<file path="src/rtl/alu_share_arb_pkg.sv">
// Shared definitions for alu_share_arb: ALU control codes, FSM states, flag bit positions.
package alu_share_arb_pkg;

  localparam int unsigned DATA_W = 32;
  localparam int unsigned FLAG_W = 4;

  localparam logic [2:0] CTRL_ADD = 3'b000;
  localparam logic [2:0] CTRL_SUB = 3'b001;
  localparam logic [2:0] CTRL_AND = 3'b010;
  localparam logic [2:0] CTRL_OR  = 3'b011;
  localparam logic [2:0] CTRL_XOR = 3'b100;
  localparam logic [2:0] CTRL_SLT = 3'b101;

  localparam int unsigned FLAG_Z = 3;
  localparam int unsigned FLAG_N = 2;
  localparam int unsigned FLAG_C = 1;
  localparam int unsigned FLAG_V = 0;

  typedef enum logic [1:0] {
    ST_IDLE = 2'd0,
    ST_EXEC = 2'd1,
    ST_RESP = 2'd2
  } state_t;

  typedef struct packed {
    logic [DATA_W-1:0] a;
    logic [DATA_W-1:0] b;
    logic [2:0]        ctrl;
  } op_t;

endpackage

</file>
<file path="src/rtl/alu_share_arb_alu.sv">
// Team 32-bit ALU, purely combinational (0 cycles, no backpressure).
// Flags {Z,N,C,V}; C is carry-out / no-borrow, and C and V are 0 for logic, slt and unused codes.
module alu_share_arb_alu
  import alu_share_arb_pkg::*;
(
  input  logic [DATA_W-1:0] i_a,
  input  logic [DATA_W-1:0] i_b,
  input  logic [2:0]        i_ctrl,
  output logic [DATA_W-1:0] o_result,
  output logic [FLAG_W-1:0] o_flags
);

  logic [DATA_W:0]   w_sum;
  logic [DATA_W:0]   w_diff;
  logic [DATA_W-1:0] w_res;
  logic              w_c;
  logic              w_v;

  assign w_sum  = {1'b0, i_a} + {1'b0, i_b};
  assign w_diff = {1'b0, i_a} + {1'b0, ~i_b} + {{DATA_W{1'b0}}, 1'b1};

  always_comb begin
    w_res = '0;
    w_c   = 1'b0;
    w_v   = 1'b0;
    case (i_ctrl)
      CTRL_ADD: begin
        w_res = w_sum[DATA_W-1:0];
        w_c   = w_sum[DATA_W];
        w_v   = (i_a[DATA_W-1] == i_b[DATA_W-1]) && (w_res[DATA_W-1] != i_a[DATA_W-1]);
      end
      CTRL_SUB: begin
        w_res = w_diff[DATA_W-1:0];
        w_c   = w_diff[DATA_W];
        w_v   = (i_a[DATA_W-1] != i_b[DATA_W-1]) && (w_res[DATA_W-1] != i_a[DATA_W-1]);
      end
      CTRL_AND: w_res = i_a & i_b;
      CTRL_OR:  w_res = i_a | i_b;
      CTRL_XOR: w_res = i_a ^ i_b;
      CTRL_SLT: w_res = {{(DATA_W-1){1'b0}}, ($signed(i_a) < $signed(i_b))};
      default:  w_res = '0;
    endcase
  end

  always_comb begin
    o_result        = w_res;
    o_flags         = '0;
    o_flags[FLAG_Z] = ~|w_res;
    o_flags[FLAG_N] = w_res[DATA_W-1];
    o_flags[FLAG_C] = w_c;
    o_flags[FLAG_V] = w_v;
  end

endmodule

</file>
<file path="src/rtl/alu_share_arb.sv">
// Two requesters share one ALU (round-robin ties; requester 0 always wins ties with ALU_SHARE_FIXED_PRIO_EN).
// Accept -> rsp_valid in 2 cycles, 3-cycle issue interval; result held until the granted requester's rsp_ready.
module alu_share_arb
  import alu_share_arb_pkg::*;
(
  input  logic              clk,
  input  logic              rst_n,
  input  logic [1:0]        req_valid,
  output logic [1:0]        req_ready,
  input  logic [DATA_W-1:0] req_a0,
  input  logic [DATA_W-1:0] req_b0,
  input  logic [DATA_W-1:0] req_a1,
  input  logic [DATA_W-1:0] req_b1,
  input  logic [2:0]        req_ctrl0,
  input  logic [2:0]        req_ctrl1,
  output logic [1:0]        rsp_valid,
  input  logic [1:0]        rsp_ready,
  output logic [DATA_W-1:0] rsp_result,
  output logic [FLAG_W-1:0] rsp_flags,
  output logic              busy
);

  state_t            r_state;
  state_t            w_next;
  op_t               r_op;
  op_t               w_op;
  logic              r_gnt;
  logic              w_gnt;
  logic              w_accept;
  logic              w_rsp_done;
  logic [DATA_W-1:0] w_alu_res;
  logic [FLAG_W-1:0] w_alu_flags;

`ifndef ALU_SHARE_FIXED_PRIO_EN
  logic r_last_gnt;
`endif

  always_comb begin
    w_gnt = req_valid[1];
    if (req_valid == 2'b11) begin
`ifdef ALU_SHARE_FIXED_PRIO_EN
      w_gnt = 1'b0;
`else
      w_gnt = ~r_last_gnt;
`endif
    end
    w_op       = w_gnt ? '{a: req_a1, b: req_b1, ctrl: req_ctrl1}
                       : '{a: req_a0, b: req_b0, ctrl: req_ctrl0};
    // rst_n gates the accept so req_ready stays low while reset is held
    w_accept   = rst_n && (r_state == ST_IDLE) && (|req_valid);
    w_rsp_done = (r_state == ST_RESP) && rsp_ready[r_gnt];
  end

  always_ff @(posedge clk or negedge rst_n) begin
    if (!rst_n) begin
      r_state <= ST_IDLE;
    end else begin
      r_state <= w_next;
    end
  end

  always_comb begin
    w_next = r_state;
    case (r_state)
      ST_IDLE: if (w_accept) w_next = ST_EXEC;
      ST_EXEC: w_next = ST_RESP;
      ST_RESP: if (w_rsp_done) w_next = ST_IDLE;
      default: w_next = ST_IDLE;
    endcase
  end

  always_comb begin
    req_ready = 2'b00;
    rsp_valid = 2'b00;
    busy      = (r_state != ST_IDLE);
    if (w_accept) req_ready[w_gnt] = 1'b1;
    if (r_state == ST_RESP) rsp_valid[r_gnt] = 1'b1;
  end

  always_ff @(posedge clk or negedge rst_n) begin
    if (!rst_n) begin
      r_op       <= '0;
      r_gnt      <= 1'b0;
      rsp_result <= '0;
      rsp_flags  <= '0;
    end else begin
      if (w_accept) begin
        r_op  <= w_op;
        r_gnt <= w_gnt;
      end
      if (r_state == ST_EXEC) begin
        rsp_result <= w_alu_res;
        rsp_flags  <= w_alu_flags;
      end
    end
  end

`ifndef ALU_SHARE_FIXED_PRIO_EN
  // Reset value 1 hands the first tie to requester 0
  always_ff @(posedge clk or negedge rst_n) begin
    if (!rst_n) begin
      r_last_gnt <= 1'b1;
    end else if (w_rsp_done) begin
      r_last_gnt <= ~r_last_gnt;
    end
  end
`endif

  alu_share_arb_alu u_alu (
    .i_a      (r_op.a),
    .i_b      (r_op.b),
    .i_ctrl   (r_op.ctrl),
    .o_result (w_alu_res),
    .o_flags  (w_alu_flags)
  );

endmodule

</file>
<file path="config.mk">
export PLATFORM = sky130hd
export DESIGN_NAME = alu_share_arb
export DESIGN_NICKNAME = d
export VERILOG_FILES = /design/src/rtl/alu_share_arb_pkg.sv /design/src/rtl/alu_share_arb_alu.sv /design/src/rtl/alu_share_arb.sv
export SDC_FILE = /design/constraint.sdc
export NUM_CORES = 1
export LEC_CHECK = 0
export ABC_AREA = 1
export CORE_ASPECT_RATIO = 0.9
export CORE_MARGIN = 2
export CORE_UTILIZATION = 40
export DETAILED_ROUTE_END_ITERATION = 6
export PLACE_DENSITY = 0.71
export SETUP_SLACK_MARGIN = 0.5
export SYNTH_ARGS = -nofsm -noshare
export SYNTH_HDL_FRONTEND = slang
export SYNTH_SLANG_ARGS = --single-unit
</file>
<file path="constraint.sdc">
create_clock -name clk -period 2.25 [get_ports clk]
set_clock_uncertainty 0.1 [all_clocks]
set_input_delay 0.45 -clock clk [delete_from_list [all_inputs] [get_ports clk]]
set_output_delay 0.45 -clock clk [all_outputs]
set_load 0.02 [all_outputs]
</file>
## Yosys cells after proc, flatten, opt, wreduce, memory -nomap -nowiden

Index checks and enable logic that the tools add are counted.

| word-level totals | value |
|---|---|
| output and inout bits | 41 |
| bits in writable memories | 0 |
| bits in registers | 107 |
| bits in latches | 0 |
| memory bits (read-only) | 0 |
| memories | 0 |

| operators by class | value |
|---|---|
| reduce and logical (&&, ||, !) cells | 14 |
| $lt $le $gt $ge | 5 |
| shift-type cells | 0 |
| bitwise logic cells | 5 |
| eq/ne operators | 14 |
| muxes and demuxes | 16 |
| multiply operators | 0 |
| divide/modulo/power cells | 0 |
| add/sub/neg operators | 3 |

Operators by type and width:

| kind | count |
|---|---|
| $pmux W32 S6 | 1 |
| $mux W67 | 1 |
| $add A32 B32 Y33 | 2 |
| $add A33 B1 Y33 const B | 1 |
| $and A32 B32 Y32 | 1 |
| $lt A32 B32 Y1 | 1 |
| $not A32 Y32 | 1 |
| $or A32 B32 Y32 | 1 |
| $reduce_or A32 Y1 | 1 |
| $xor A32 B32 Y32 | 1 |
| $mux W2 | 4 |
| $logic_and A1 B1 Y1 | 7 |
| $eq A3 B2 Y1 const B | 2 |
| $eq A3 B3 Y1 const B | 2 |
| $pmux W2 S3 | 1 |
| $mux W1 | 5 |
| $eq A2 B2 Y1 const B | 2 |
| $lt A1 B2 Y1 const B | 2 |
| $ne A2 B2 Y1 const B | 2 |
| $pmux W1 S2 | 2 |
| $eq A3 B1 Y1 const B | 1 |
| $logic_not A3 Y1 | 1 |
| $ne A1 B1 Y1 | 3 |
| $demux W1 S1 | 2 |
| 9 further kinds | 10 |

## Depth between registers and ports, before layout

Gate-level depths: netlist (run 1).

| depth | value |
|---|---|
| word-level depth | 7 |
| depth in mapped cells | 22 |
| depth with buffers taken out | 21 |

## By module

A second synthesis (run 1) with hierarchy kept.

| unflattened totals | value |
|---|---|
| cells, all modules | 2104 |
| area, all modules | 12024.0 um^2 |

Modules (own cells, without submodules):

| module | times used | area an instance (um^2) | sequential area each (um^2) | cells an instance |
|---|---|---|---|---|
| alu_share_arb_alu | 1 | 6930.4 | 0.0 | 1409 |
| alu_share_arb | 1 | 5093.6 | 2678.8 | 695 |

## Least setup slack after synthesis (run 1)

OpenSTA, ideal clock, no wires.

| path | value |
|---|---|
| path type | register to register |
| start point | register r_op[3] in the netlist's numbering |
| end point | register rsp_flags[3] |
| library setup time | 66 ps |
| setup slack | -80 ps |
| arrival | 2165 ps |
| stages on the path, launching flop included | 21 |
| cells stage by stage | dfrtp_1 > ha_1 > inv_1 > fa_1 > inv_1 > nand3_2 > nand2_4 > nand2_2 > nand2_2 > nand2_2 > nand2_2 > nand3_2 > nand2_1 > nand2_1 > nand3_1 > nand2_1 > nor2_1 > nand3_1 > nor2_1 > nand2_1 > nand2_1 |

| on the way | value |
|---|---|
| longest elaborated chain between the ends | 6 |
| elaborated cells on any way between the ends | 11 |
| those cells by class | add/sub: 3; order compare: 1; mux: 1; bitwise: 4; reduce/logical: 2 |

RTL lines:

| element | line | RTL |
|---|---|---|
| start: declaration | alu_share_arb.sv:25 | `op_t r_op;` |
| start signal: assignment | alu_share_arb.sv:88 | `r_op <= w_op;` |
| $not A32 Y32 | alu_share_arb_alu.sv:20 | `assign w_diff = {1'b0, i_a} + {1'b0, ~i_b} + {{DATA_W{1'b0}}, 1'b1};` |
| $add A32 B32 Y33 | alu_share_arb_alu.sv:20 |  |
| $add A33 B1 Y33 | alu_share_arb_alu.sv:20 |  |
| $pmux W32 S6 (*) | alu_share_arb_alu.sv:26 | `case (i_ctrl)` |
| $reduce_or A32 Y1 (*) | alu_share_arb_alu.sv:48 | `o_flags[FLAG_Z] = ~\|w_res;` |
| $logic_not A1 Y1 (*) | alu_share_arb_alu.sv:48 |  |
| end signal: assignment | alu_share_arb.sv:93 | `rsp_flags <= w_alu_flags;` |
| end: declaration | alu_share_arb.sv:19 | `output logic [FLAG_W-1:0] rsp_flags,` |

Every way passes the cells marked *; elsewhere a longest branch is shown, timed or not.
A chain may end at the register's enable or synchronous reset.

## Final worst setup path (run 1)

| path | value |
|---|---|
| start point | register r_op[35] in the netlist's numbering |
| end point | register rsp_flags[3] |

| on the way | value |
|---|---|
| longest elaborated chain between the ends | 5 |
| elaborated cells on any way between the ends | 10 |
| those cells by class | add/sub: 3; order compare: 1; mux: 1; bitwise: 3; reduce/logical: 2 |

RTL lines:

| element | line |
|---|---|
| $add A32 B32 Y33 | alu_share_arb_alu.sv:20 |
| $add A33 B1 Y33 | alu_share_arb_alu.sv:20 |
| $pmux W32 S6 (*) | alu_share_arb_alu.sv:26 |
| $reduce_or A32 Y1 (*) | alu_share_arb_alu.sv:48 |
| $logic_not A1 Y1 (*) | alu_share_arb_alu.sv:48 |

Marked as above.

==> metrics, run 1 <==
outcome finished, violations left; failing checks negative setup slack; Max Root-Sink Buffers 2; cell taking the most area after synthesis dfrtp_1; FMAX 361 MHz; Syn Inst Count 1760; sequential share of the synthesized area 23.7%; P&R area growth vs syn 81.4%; worst relative slew slack 59.7%; grt ovf 0; hold slack 0.0477 ns; DRT Pass-1 Iters 7; CP Launch Point r_op[35]$_DFFE_PN0P_; Main synth FF type dfrtp_1; clk slew on worst S/H paths 0.08 ns; setup TNS -5.15 ns; top cells by count, synth 574 x nand2_1, 240 x inv_1, 151 x nand3_1; Mapped Area 11200 µm²; die width 180 µm; Via density 5.32; worst hold path class primary input to asynchronous set/reset pin; CTS buffer count 9; nets@finish 2610; part of the cycle the worst path needs 123%; vias in the first global route 13714; yosys warns 0; worst endpoint required time 2.45 ns; worst-margin pin slew 0.605 ns; reg2reg start r_op[35]$_DFFE_PN0P_; design area 20300 µm²; row count 58; Area after DPL 16200 µm²; HPWL Detailed 35300 µm; reg-to-reg critical path endpoint rsp_flags[3]$_DFFE_PN0N_; largest net degree at the start of global routing 107; asr flop ratio synth 100%; longest individual stage delay on the worst path 0.41 ns; DR vias 14557; total of max-cap violations 0; Synth cell types 41; delay-heaviest family, CP simple AND/OR/NAND/NOR gates; Detailed Route WL 53800 µm; CP Launch Type flip-flop; Total GRT Usage 32.1%; DRC Markers 0; Starting Density 40.4%; final setup fails 27; Hold Fails Final Rpt 0; Synth Net Count 2001; Placer Congestion 0.986; first-pass GRT wire length 73800 µm; CP max-delay cell dfrtp_1; TritonCTS Sinks 106; Port Buffers 180; H-tree levels 3; Root Buffer clkbuf_16; DP Worst Slack -0.460 ns; CTS Hold Bufs 0; DR iter-0 viols 1181; nature of the critical path endpoint flip-flop; Yosys top cell area share 23.5%; min cycle time layout 2.77 ns; antenna violations before repair 1; Setup Crit Path Kind flip-flop to flip-flop; buffer and inverter count on the worst path 2; clk_lat worst skew 0.37 ns; Core ar. 27700 µm²; RSZ-0062 raised after global routing yes; number of flops mapped to enable cells by yosys 0; post-route ant nets 0; syn_area_per_cell 6.36 µm²; wire per inst 19.7 µm; Final WS setup -0.516 ns; fin. max-slew vios 0; I/O Pins 181; share of cells above drive strength 1 47.1%; critical path peak fanout 2; die footprint 29400 µm²; crit path DAT 2.97 ns; synthesized flop and latch total 106; CP cell instances inv_2 > ha_4 > fa_2 > buf_4 > nor2_1 > nor3_1 > nor2_1 > nand2_1 > nor2_2 > nand3_2 > nor2_4 > nand3_2 > nor2_2 > nand3_1 > nor2_1 > nand2_1 > nand2_1; r2r worst-path depth 17; register-to-register setup slack -0.52 ns; CTS tree built; top-count cell post-synth nand2_1; die height 163 µm; largest cells by area after synthesis dfrtp_1 23%, nand2_1 19%, ha_1 11%, inv_1 8.0%, nand3_1 6.7%
## layout by cell type (no fill, tap or decap), drive strengths merged, types with 2 or more instances in the layout
cell / synthesis / layout
o221ai: 4 / 4
a21oi: 83 / 83
nor3: 16 / 16
o22ai: 26 / 26
clkbuf: 21 / 18
nor4: 2 / 2
nor2: 154 / 154
nand2: 614 / 614
dfrtp: 105 / 105
nand4: 21 / 21
buf: 48 / 487
clkdlybuf4s50: 0 / 136
ha: 99 / 99
inv: 273 / 273
nand3: 166 / 166
o211ai: 67 / 67
and3: 3 / 3
clkinv: 2 / 6
and2: 2 / 2
dlygate4sd2: 0 / 38
o21ai: 32 / 32
fa: 2 / 2
o21bai: 11 / 11
a31oi: 5 / 5
## layout make-up
type	instances	area [µm²]
inverters	275	1070
multi-input cells	1310	9640
clock buffers	12	246
repair buffers	667	6220
well taps	360	450
fillers	2103	7400
clock inverters	4	27.5
flip-flops and latches	106	2660
diodes	1	2.50
## kinds of logic (layout without fill, tap and decap cells)
logic type | Yosys count | in the layout | share of synthesized area, %
XOR/XNOR | 2 | 2 | 0.156
buffers and inverters | 344 | 958 | 13.3
AO/OA/AOI/OAI | 229 | 229 | 12.9
other | 0 | 1 | 0
adder cells (fa/ha/maj) | 101 | 101 | 11.4
flip-flops | 106 | 106 | 23.7
AND/OR/NAND/NOR | 978 | 978 | 38.6
## per-layer routing
layer	up-vias	share of wire [%]	GRT usage, %
li1	6840	-	-
met1	6878	42	44.0
met2	696	44	52.0
met3	143	8.8	4.99
met4	0	4.4	10.5
met5	-	0	0
## metrics by stage
step / std cells / util [%]
2_1_floorplan: 1760 / -
3_3_place_gp: 2602 / 58.6
3_5_place_dp: 2602 / 58.6
4_1_cts: 2690 / 67.3
5_1_grt: 2734 / 73.3
6_report: 2735 / 73.3
## how the worst max path moves through the flow
stage                                           to  slack [ns]  cells past startpoint
after floorplan           rsp_flags[3]$_DFFE_PN0N_        0.03                     20
after global placement    rsp_flags[3]$_DFFE_PN0N_       -0.50                     15
after detailed placement  rsp_flags[3]$_DFFE_PN0N_       -0.46                     15
after CTS                 rsp_flags[3]$_DFFE_PN0N_       -0.30                     19
after global routing      rsp_flags[3]$_DFFE_PN0N_       -0.70                     17
final                     rsp_flags[3]$_DFFE_PN0N_       -0.52                     17
## timing repair
action | in CTS | in global routing
resized for setup | 437 | 324
pin swaps | 118 | 127
buffers inserted | 64 | 34
setup endpoints to repair | 145 | 107
cloned | 8 | 10
## worst register-to-register path, delay by kind of cell, from the launching register on
kind / cells / cell delay, ns
adder cells (fa/ha/maj): 2 / 0.58
buffers and inverters: 2 / 0.23
flip-flops: 1 / 0.41
AND/OR/NAND/NOR: 13 / 1.40
## sequential cells by signal, summed over array words and instances, names as in the netlist
name        cells
r_gnt           1
r_op           67
rsp_result     31
r_state         2
rsp_flags       4
r_last_gnt      1
Power of run 1 is left out: the tool's default activity adds up to more than one toggle a clock period on the data nets, which glitch-free logic cannot reach.
==> run 2, diff against run 1 <==
--- a/config.mk
+++ b/config.mk
@@ -10,6 +10,7 @@
 export CORE_MARGIN = 2
 export CORE_UTILIZATION = 40
 export DETAILED_ROUTE_END_ITERATION = 6
+export GPL_TIMING_DRIVEN = 0
 export PLACE_DENSITY = 0.71
 export SETUP_SLACK_MARGIN = 0.5
 export SYNTH_ARGS = -nofsm -noshare
==> run 2 against run 1 <==
Effect of this change: the run ends with negative hold slack, negative setup slack left; hold slack worse by 0.24 ns; critical path depth up 3; core utilization down 5.9 points; via count down 7.3%; cell count down 7.7%.
==> metrics, run 2 (synthesized netlist as in run 1, its figures left out) <==
critical path peak fanout 4; Final WS setup -0.411 ns; Total GRT Usage 31.9%; clk slew on worst S/H paths 0.09 ns; Hold Fails Final Rpt 46; Setup Crit Path Kind flip-flop to flip-flop; r2r worst-path depth 20; max FFs per register 67; multi-input logic area 9730 µm²; die footprint 29400 µm²; fin. max-slew vios 0; DRT met1 WL 22300 µm; CP max-delay cell dfrtp_2; largest net degree at the start of global routing 60; CTS buffer count 9; CTS tree built; total of max-cap violations 0; grt ovf 0; row count 58; buffer and inverter count on the worst path 2; metal3 WL 4110 µm; P&R area growth vs syn 66.7%; die width 180 µm; part of the cycle the worst path needs 118%; HPWL Detailed 36800 µm; nets@finish 2400; min cycle time layout 2.66 ns; share of cells above drive strength 1 43.0%; nature of the critical path endpoint flip-flop; CP cell instances ha_4 > inv_4 > fa_2 > inv_4 > nand3_4 > nand2_8 > nand2_4 > nand2_4 > nand2_4 > nand2_4 > nand2_4 > nand2_4 > nor2_4 > nor2_2 > nand2_1 > nor2_1 > nand3_1 > nor2_1 > nand2_1 > nand2_1; I/O Pins 181; Via density 5.35; Max Root-Sink Buffers 2; Reg area 2660 µm²; Port Buffers 180; TritonCTS Sinks 106; Detailed Route WL 50200 µm; final setup fails 20; n_diodes 0; vias in the first global route 12563; Root Buffer clkbuf_16; worst relative slew slack 61.6%; DR vias 13500; cell mode on critical path nand2_4; DRT Pass-1 Iters 5; Placer Congestion 0.946; longest individual stage delay on the worst path 0.43 ns; delay-heaviest family, CP simple AND/OR/NAND/NOR gates; commonest non-fill, non-tap cell in the layout nand2_1; failing checks negative hold slack, negative setup slack; most frequent cells in the layout 380 x nand2_1, 167 x buf_4, 152 x inv_1; worst endpoint required time 2.46 ns; uppermost layer routed met4; outcome finished, violations left; clk_lat worst skew 0.38 ns; RSZ-0062 raised after global routing yes; Biggest register r_op; hold slack -0.189 ns; CP Launch Type flip-flop; wire per inst 19.9 µm; die height 163 µm; crit path DAT 2.87 ns; setup TNS -3.45 ns; largest registers r_op (67), rsp_result (31), rsp_flags (4); routed length on met2 22300 µm; FMAX 376 MHz; Fillers 2336; DR iter-0 viols 1240; worst hold path class primary input to asynchronous set/reset pin; H-tree levels 3; cell depth of the worst setup path 20; DRC Markers 0; worst-margin pin slew 0.576 ns; first-pass GRT wire length 71500 µm; post-route ant nets 0; antenna violations before repair 0; Core ar. 27700 µm²; Starting Density 40.4%
[run 2: repair_timing]
item / 4_1_cts / 5_1_grt
gates cloned: 5 / 3
setup endpoints to repair: 146 / 108
setup buffers: 103 / 96
hold endpoints to repair: 46 / 46
gates resized for setup: 482 / 371
pin swaps: 99 / 144
[run 2: metal layers]
layer | GRT usage (%) | up-vias
li1 | - | 6436
met2 | 49.5 | 555
met5 | 0 | -
met1 | 46.2 | 6413
met4 | 9.79 | 0
met3 | 4.11 | 96
[run 2: path summary, 6_finish.rpt]
check,from,to,slack [ns]
hold / removal,rst_n,r_state[0]$_DFFE_PN0P_,-0.19
setup / recovery,r_op[3]$_DFFE_PN0P_,rsp_flags[3]$_DFFE_PN0N_,-0.41
min in group clk,rsp_result[8]$_DFFE_PN0N_,rsp_result[8]$_DFFE_PN0N_,0.37
hold reg to reg,rsp_result[8]$_DFFE_PN0N_,rsp_result[8]$_DFFE_PN0N_,0.37
setup reg to reg,r_op[3]$_DFFE_PN0P_,rsp_flags[3]$_DFFE_PN0N_,-0.41
max in group asynchronous,rst_n,r_op[0]$_DFFE_PN0P_,1.62
[run 2: area by class of cell]
type | instances | area share, %
Multi-Input combinational cell | 1310 | 52.1
Timing Repair Buffer | 388 | 19.6
Sequential cell | 106 | 14.2
Inverter | 275 | 5.83
Buffer | 69 | 4.27
Tap cell | 360 | 2.41
Clock buffer | 10 | 1.23
Clock inverter | 6 | 0.389
[run 2: per-stage QoR]
| step | instances | hold WS, ns | area (µm²) | worst slack, ns | utilization [%] |
|---|---|---|---|---|---|
| after floorplan | 1760 | 0.0544 | 11600 | 0.0304 | - |
| after global routing | 2524 | -0.167 | 18700 | -0.578 | 67.4 |
| after CTS | 2425 | -0.121 | 16500 | -0.356 | 59.6 |
| after detailed placement | 2301 | 0.367 | 13900 | -1.01 | 50.0 |
| after global placement | 2300 | 0.364 | 13800 | -4.87 | 49.9 |
| final | 2524 | -0.189 | 18700 | -0.411 | 67.4 |
[run 2: worst reg2reg max path, stage by stage, from the launching register on]
cell and delay [ns]:
dfrtp_2 0.43, ha_4 0.17, inv_4 0.04, fa_2 0.38, inv_4 0.09, nand3_4 0.09, nand2_8 0.11, nand2_4 0.07
nand2_4 0.09, nand2_4 0.08, nand2_4 0.12, nand2_4 0.06, nand2_4 0.10, nor2_4 0.05, nor2_2 0.14, nand2_1 0.06
nor2_1 0.10, nand3_1 0.11, nor2_1 0.11, nand2_1 0.06, nand2_1 0.05
Power of run 2 is left out for the same reason.
